<file path="src/rtl/mat_fifo_loader.sv">
// Streams a row-major A matrix and then vector B into the operand FIFO bank,
// then sequences the multiplier through clear, enable and done.
module mat_fifo_loader #(
  parameter int DATA_W = 8,
  parameter int DIM    = 8
) (
  input  logic              clk,
  input  logic              rst_n,
  input  logic              start,
  input  logic [DATA_W-1:0] in_data,
  input  logic              in_valid,
  output logic              in_ready,
  output logic [DATA_W-1:0] fifo_wdata,
  output logic [DIM:0]      fifo_wren,
  input  logic [DIM:0]      fifo_full,
  output logic              mult_clr,
  output logic              mult_en,
  input  logic              mult_done,
  output logic              busy,
  output logic              job_done
);

  // state  | meaning
  // IDLE   | waiting for start
  // CLEAR  | one-cycle accumulator clear, counters zeroed
  // LOAD_A | streaming A row-major into FIFOs 1..DIM
  // LOAD_B | streaming B into FIFO 0
  // FIRE   | one-cycle multiplier enable
  // WAIT   | waiting for mult_done (first cycle ignores it)

  localparam int CW = (DIM > 1) ? $clog2(DIM) : 1;
  localparam int TW = $clog2(DIM + 1);
  localparam logic [CW-1:0] LAST    = CW'(DIM - 1);
  localparam logic [DIM:0]  WREN_LSB = {{DIM{1'b0}}, 1'b1};

  typedef enum logic [2:0] {
    IDLE   = 3'd0,
    CLEAR  = 3'd1,
    LOAD_A = 3'd2,
    LOAD_B = 3'd3,
    FIRE   = 3'd4,
    WAIT   = 3'd5
  } state_t;

  state_t        state_q, state_d;
  logic [CW-1:0] row_q, row_d;
  logic [CW-1:0] col_q, col_d;
  logic          armed_q, armed_d;
  logic [TW-1:0] tgt;
  logic          loading;
  logic          hs;

  always_ff @(posedge clk) begin
    if (!rst_n) begin
      state_q <= IDLE;
      row_q   <= '0;
      col_q   <= '0;
      armed_q <= 1'b0;
    end else begin
      state_q <= state_d;
      row_q   <= row_d;
      col_q   <= col_d;
      armed_q <= armed_d;
    end
  end

  // Write path is purely combinational so a handshake writes in the same cycle.
  always_comb begin
    loading    = (state_q == LOAD_A) || (state_q == LOAD_B);
    tgt        = (state_q == LOAD_A) ? (TW'(row_q) + TW'(1)) : '0;
    in_ready   = loading && !fifo_full[tgt];
    hs         = in_valid && in_ready;
    fifo_wren  = hs ? (WREN_LSB << tgt) : '0;
    fifo_wdata = loading ? in_data : '0;
    busy       = (state_q != IDLE);
  end

  always_comb begin
    state_d  = state_q;
    row_d    = row_q;
    col_d    = col_q;
    armed_d  = armed_q;
    mult_clr = 1'b0;
    mult_en  = 1'b0;
    job_done = 1'b0;
    case (state_q)
      IDLE: begin
        if (start) state_d = CLEAR;
      end
      CLEAR: begin
        mult_clr = 1'b1;
        row_d    = '0;
        col_d    = '0;
        state_d  = LOAD_A;
      end
      LOAD_A: begin
        if (hs) begin
          if (col_q == LAST) begin
            col_d = '0;
            if (row_q == LAST) state_d = LOAD_B;
            else               row_d   = row_q + 1'b1;
          end else begin
            col_d = col_q + 1'b1;
          end
        end
      end
      LOAD_B: begin
        if (hs) begin
          if (col_q == LAST) begin
            col_d   = '0;
            state_d = FIRE;
          end else begin
            col_d = col_q + 1'b1;
          end
        end
      end
      FIRE: begin
        mult_en = 1'b1;
        armed_d = 1'b0;
        state_d = WAIT;
      end
      WAIT: begin
        // A done left over from before loading must not end the job.
        armed_d = 1'b1;
        if (armed_q && mult_done) begin
          job_done = 1'b1;
          state_d  = IDLE;
        end
      end
      default: state_d = IDLE;
    endcase
  end

endmodule

</file>
<file path="config.mk">
export PLATFORM = sky130hd
export DESIGN_NAME = mat_fifo_loader
export DESIGN_NICKNAME = d
export VERILOG_FILES = /design/src/rtl/mat_fifo_loader.sv
export SDC_FILE = /design/constraint.sdc
export NUM_CORES = 1
export LEC_CHECK = 0
export BUFFER_PORTS_ARGS = -buffer_cell sky130_fd_sc_hd__buf_2
export CAP_MARGIN = 0
export CORE_MARGIN = 2
export CORE_UTILIZATION = 40
export DETAILED_ROUTE_END_ITERATION = 10
export PLACE_DENSITY = 0.73
export SLEW_MARGIN = 20
export SYNTH_ARGS = -nofsm -noshare
export SYNTH_HDL_FRONTEND = slang
export SYNTH_SLANG_ARGS = --single-unit
</file>
<file path="constraint.sdc">
create_clock -name clk -period 4.7 [get_ports clk]
set_input_delay 0 -clock clk [delete_from_list [all_inputs] [get_ports clk]]
set_output_delay 0 -clock clk [all_outputs]
set_load 0.01 [all_outputs]
</file>
# Word level (Yosys, flattened, before mapping)
# Cells that the tools add are included.
# totals
in_bits,22
output_inout_bits,22
register_bits,10
wordCells,64
# classes
n_reduce_logical,14
muxes,25
add_sub_neg,3
magnitude_cmp,1
shifts,1
n_eq_ne,16
# ops
cell,count
3-bit 2-to-1 mux,12
3-bit case mux with 6 select lines,1
3-bit == test (second input constant),4
3-bit case mux with 2 select lines,2
2-bit inequality test (second input constant),5
9-bit 2-to-1 mux,1
1-bit by 4-bit left shift with 9-bit output (first input constant),1
8-bit 2-to-1 mux,1
2-bit by 1-bit inequality test with 1-bit output (second input constant),4
7-bit AND reduction,1
3-bit by 1-bit adder with 3-bit output (second input constant),2
3-bit by 2-bit == test with 1-bit output (second input constant),2
2-bit nonzero test,3
4-bit by 5-bit < comparator with 1-bit output (second input constant),1
1-bit 2-to-1 mux,5
3-bit by 1-bit adder with 4-bit output (second input constant),1
1-bit binary-select mux with 4-bit select,1
4-bit 2-to-1 mux,1
4-bit AND reduction,1
3-bit by 1-bit == test with 1-bit output (second input constant),1
1-bit logical AND,3
3-bit logical NOT,1
3-bit nonzero test,1
1-bit case mux with 2 select lines,1
4 further kinds,4

# Depth between registers and ports, before layout
# logic_depth
depth_word,9
ltp_mapped,8

# Least setup slack after synthesis
# Ideal clock, no wire load.
# synth_path
path_type,flip-flop to output port
startpoint,reg row_q[0]
endpoint,out fifo_wren[5]
stages_incl_launch_ff,9
required_time_ns,4.700
arrival_time_ns,2.249
n_path_buf,2
path_slack_ns,2.451
cell_sequence,dfxtp_1 ha_1 clkbuf_1 mux2_2 a221oi_1 a21o_1 o211ai_2 buf_6 nor3_1
# synth_via
elab_chain_len,8
# synth_lines
element,line,source
"start, declared",46,"logic [CW-1:0] row_q, row_d;"
"start signal, assigned",61,row_q <= row_d;
3-bit by 1-bit adder with 4-bit output (*),70,tgt = (state_q == LOAD_A) ? (TW'(row_q) + TW'(1)) : '0;
4-bit 2-to-1 mux (*),70,
1-bit binary-select mux with 4-bit select,71,in_ready = loading && !fifo_full[tgt];
1-bit 2-to-1 mux (implied by the code),71,
1-bit logical NOT,71,
1-bit logical AND,71,
1-bit logical AND,72,hs = in_valid && in_ready;
9-bit 2-to-1 mux (*),73,fifo_wren = hs ? (WREN_LSB << tgt) : '0;
"end, declared",14,"output logic [DIM:0] fifo_wren,"
# Mark *: on every way between the ends. The rest lies on a longest branch, timed or not. The select of a mux whose other input is x is not followed.

# Final worst setup path
# layout_path
startpoint,reg row_q[0]
endpoint,out fifo_wren[1]
# Same word-level chain as after synthesis.

==> metrics.yaml <==
cts:
  cts.repair.resized: 0
  clock_latency_ps: 260
  post_cts_buffers: 0
  ctsHoldBuffers: 0
  htreeDepth: 1
  clock-sinks: 10
  clk_path_buf_depth: 2
  tritoncts: "yes"
  cts_buffers: 3
  path_clk_slew_ps: 70
  cts_root_buffer: "clkbuf_4"
synthesis:
  async_flop_share: 0
  synth_top_cell_by_area: "dfxtp_1"
  yosysUniqueCellTypes: 43
  synthTopCellsByArea: "dfxtp_1 19%, mux2i_1 7.8%, and2_1 6.1%"
  syn_area_per_cell_um2: 7.940
  yosys_register_bits: 10
  synth-edff-count: 0
  syn-num-nets: 156
  yosysWarnings: 0
  syn-cell-area_mm2: 0.001032
  synthCells: 130
  synth-main-ff-cell: "dfxtp_1"
  synth_top_area_frac: 0.1939
  synth_seq_area_share: 0.1939
layout:
  num-nets-final: 193
  drive_gt1_frac: 0.3455
  num_antenna_cells: 0
  postLayoutCellArea_mm2: 0.001251
  layout_commonest_cell: "buf_2"
  final_cell_mix: "43 x buf_2, 12 x nand3_1, 10 x and2_1, 10 x nand2_1, 10 x dfxtp_1"
  area_growth_pct: 21.21
  final_cells: 195
die:
  num_rows: 18
  die_w_um: 54.80
  core-area_mm2: 0.002455
  start_util: 0.4205
  die_y_um: 54.80
  ios: 44
  dieArea_mm2: 0.003003
worst_setup_path:
  r2r_slack_ps: 1990
  cp_max_fo: 13
  crit_required_ps: 4700
  cpPeakStageDelay_ps: 550
  cp_cell_sequence: "ha_1 > mux2_2 > a221oi_1 > a21o_1 > o211ai_2 > nor4b_1 > buf_2"
  end_kind: "output pin"
  worst-setup-path-type: "flip-flop to output pin"
  crit_slowest_cell: "ha_1"
  startpoint_type: "flip-flop"
  worst_ep_arrival_time_ps: 3080
drt:
  drtIter0Drc: 16
  num_vias: 1070
  via_per_inst: 5.487
  route.detailed.drc: 0
  finalWirelength_um: 2557
  ant_nets: 0
  dr.pass1.iters: 4
  wl_per_cell_um: 13.11
global_routing:
  grt_pass1_wl_um: 4064
  globalRouteOverflowTotal: 0
  grt_usage: 0.1873
  grt_max_degree: 18
  grt_pass1_vias: 976
  antenna_found_initial: 0
sta:
  tightest_slew_ps: 826.4
  timing.final.max_slew_violations: 0
  setup_viol: 0
  timing.setup.tns_ps: 0
  fmax_mhz: 324.3
  slew-limit-headroom: 0.4475
  period_needed_ps: 3084
  hold_viol: 0
  rsz0062_at_grt: "no"
  skew_ps: 6.112
  period_share: 0.6561
  hold_ws_ps: 116.2
hold_path:
  hold_path.class: "primary input to flip-flop"
placed_design:
  place_hpwl_um: 2055
  placed_cell_area_mm2: 0.001229
  placed_cells: 192
  gp_congestion: 0.8114
  numPortBuffers: 43
run:
  max-cap-violations: 0
pwr:
  power-per-cell-area_mw_per_mm2: 261.9
  ir_drop_v: 0.0001627
  p_leak_uw: 0.0005945
  total_power_uw: 327.6
run_status:
  status: "finished clean"
[Yosys cell counts, types with 4 or more instances]
cell / instances
nand3_1: 12
nand2b_1: 4
nand2_1: 10
mux2i_1: 8
ha_1: 4
and2_1: 10
inv_1: 4
clkbuf_1: 9
nor2_1: 7
dfxtp_1: 10
nor2b_1: 4
[worst max-delay path, delay by kind of cell, from the launching register on]
family	cells	cell delay [ps]
compound gates	3	870
fa+ha+maj	1	550
buf+inv	1	200
mux	1	370
simple gates	1	420
flops	1	420
[flip-flops by register name, indices dropped and copies added (netlist names)]
name / count
row_q: 3
col_q: 3
armed_q: 1
state_q: 3
[per-layer routing]
metal | global-route usage | vias to the layer above | routed length, µm
met1 | 0.2151 | 487 | 1092
li1 | - | 543 | -
met3 | 0.04098 | 0 | 169
met2 | 0.3373 | 40 | 1295
met4 | 0.06250 | 0 | 0
met5 | 0 | - | 0
[layout make-up]
cell class                 instances  area, µm²
clock buffer                       3      22.52
inverter                           4      15.01
sequential                        10      200.2
fill                             240       1204
tap                               30      37.54
timing repair buffer              43      215.2
multi-input combinational        105      760.7
[through the flow]
step,worst slack [ps],util
floorplan,2451,-
global placement,2021,0.5005
detailed placement,1932,0.5005
CTS,1642,0.5097
global route,1376,0.5097
finish,1616,0.5097
[worst paths after layout]
path                            cells after the start                       to               startpoint
worst max-delay path                                7             fifo_wren[1]    row_q[0]$_SDFFE_PN0P_
worst min-delay path                                3  state_q[2]$_SDFFE_PN0P_                    rst_n
worst max register to register                      5    col_q[0]$_SDFFE_PN0P_  state_q[1]$_SDFFE_PN0P_
worst min register to register                      2     armed_q$_SDFFE_PN0P_     armed_q$_SDFFE_PN0P_
[power by group]
group          leakage, µW  internal, µW  switching (µW)
Clock            0.0000138          29.5            27.7
Combinational     0.000500          73.5            85.1
Sequential       0.0000811          91.5            20.4
Total             0.000595           194             133
[logic make-up after synthesis]
| group | count (synthesis) | synth area share |
|---|---|---|
| simple gates | 74 | 0.4703 |
| mux | 9 | 0.08849 |
| buf+inv | 15 | 0.06908 |
| fa+ha+maj | 4 | 0.04849 |
| compound gates | 18 | 0.1297 |
| flops | 10 | 0.1939 |
(Power assumes the default switching activity.)
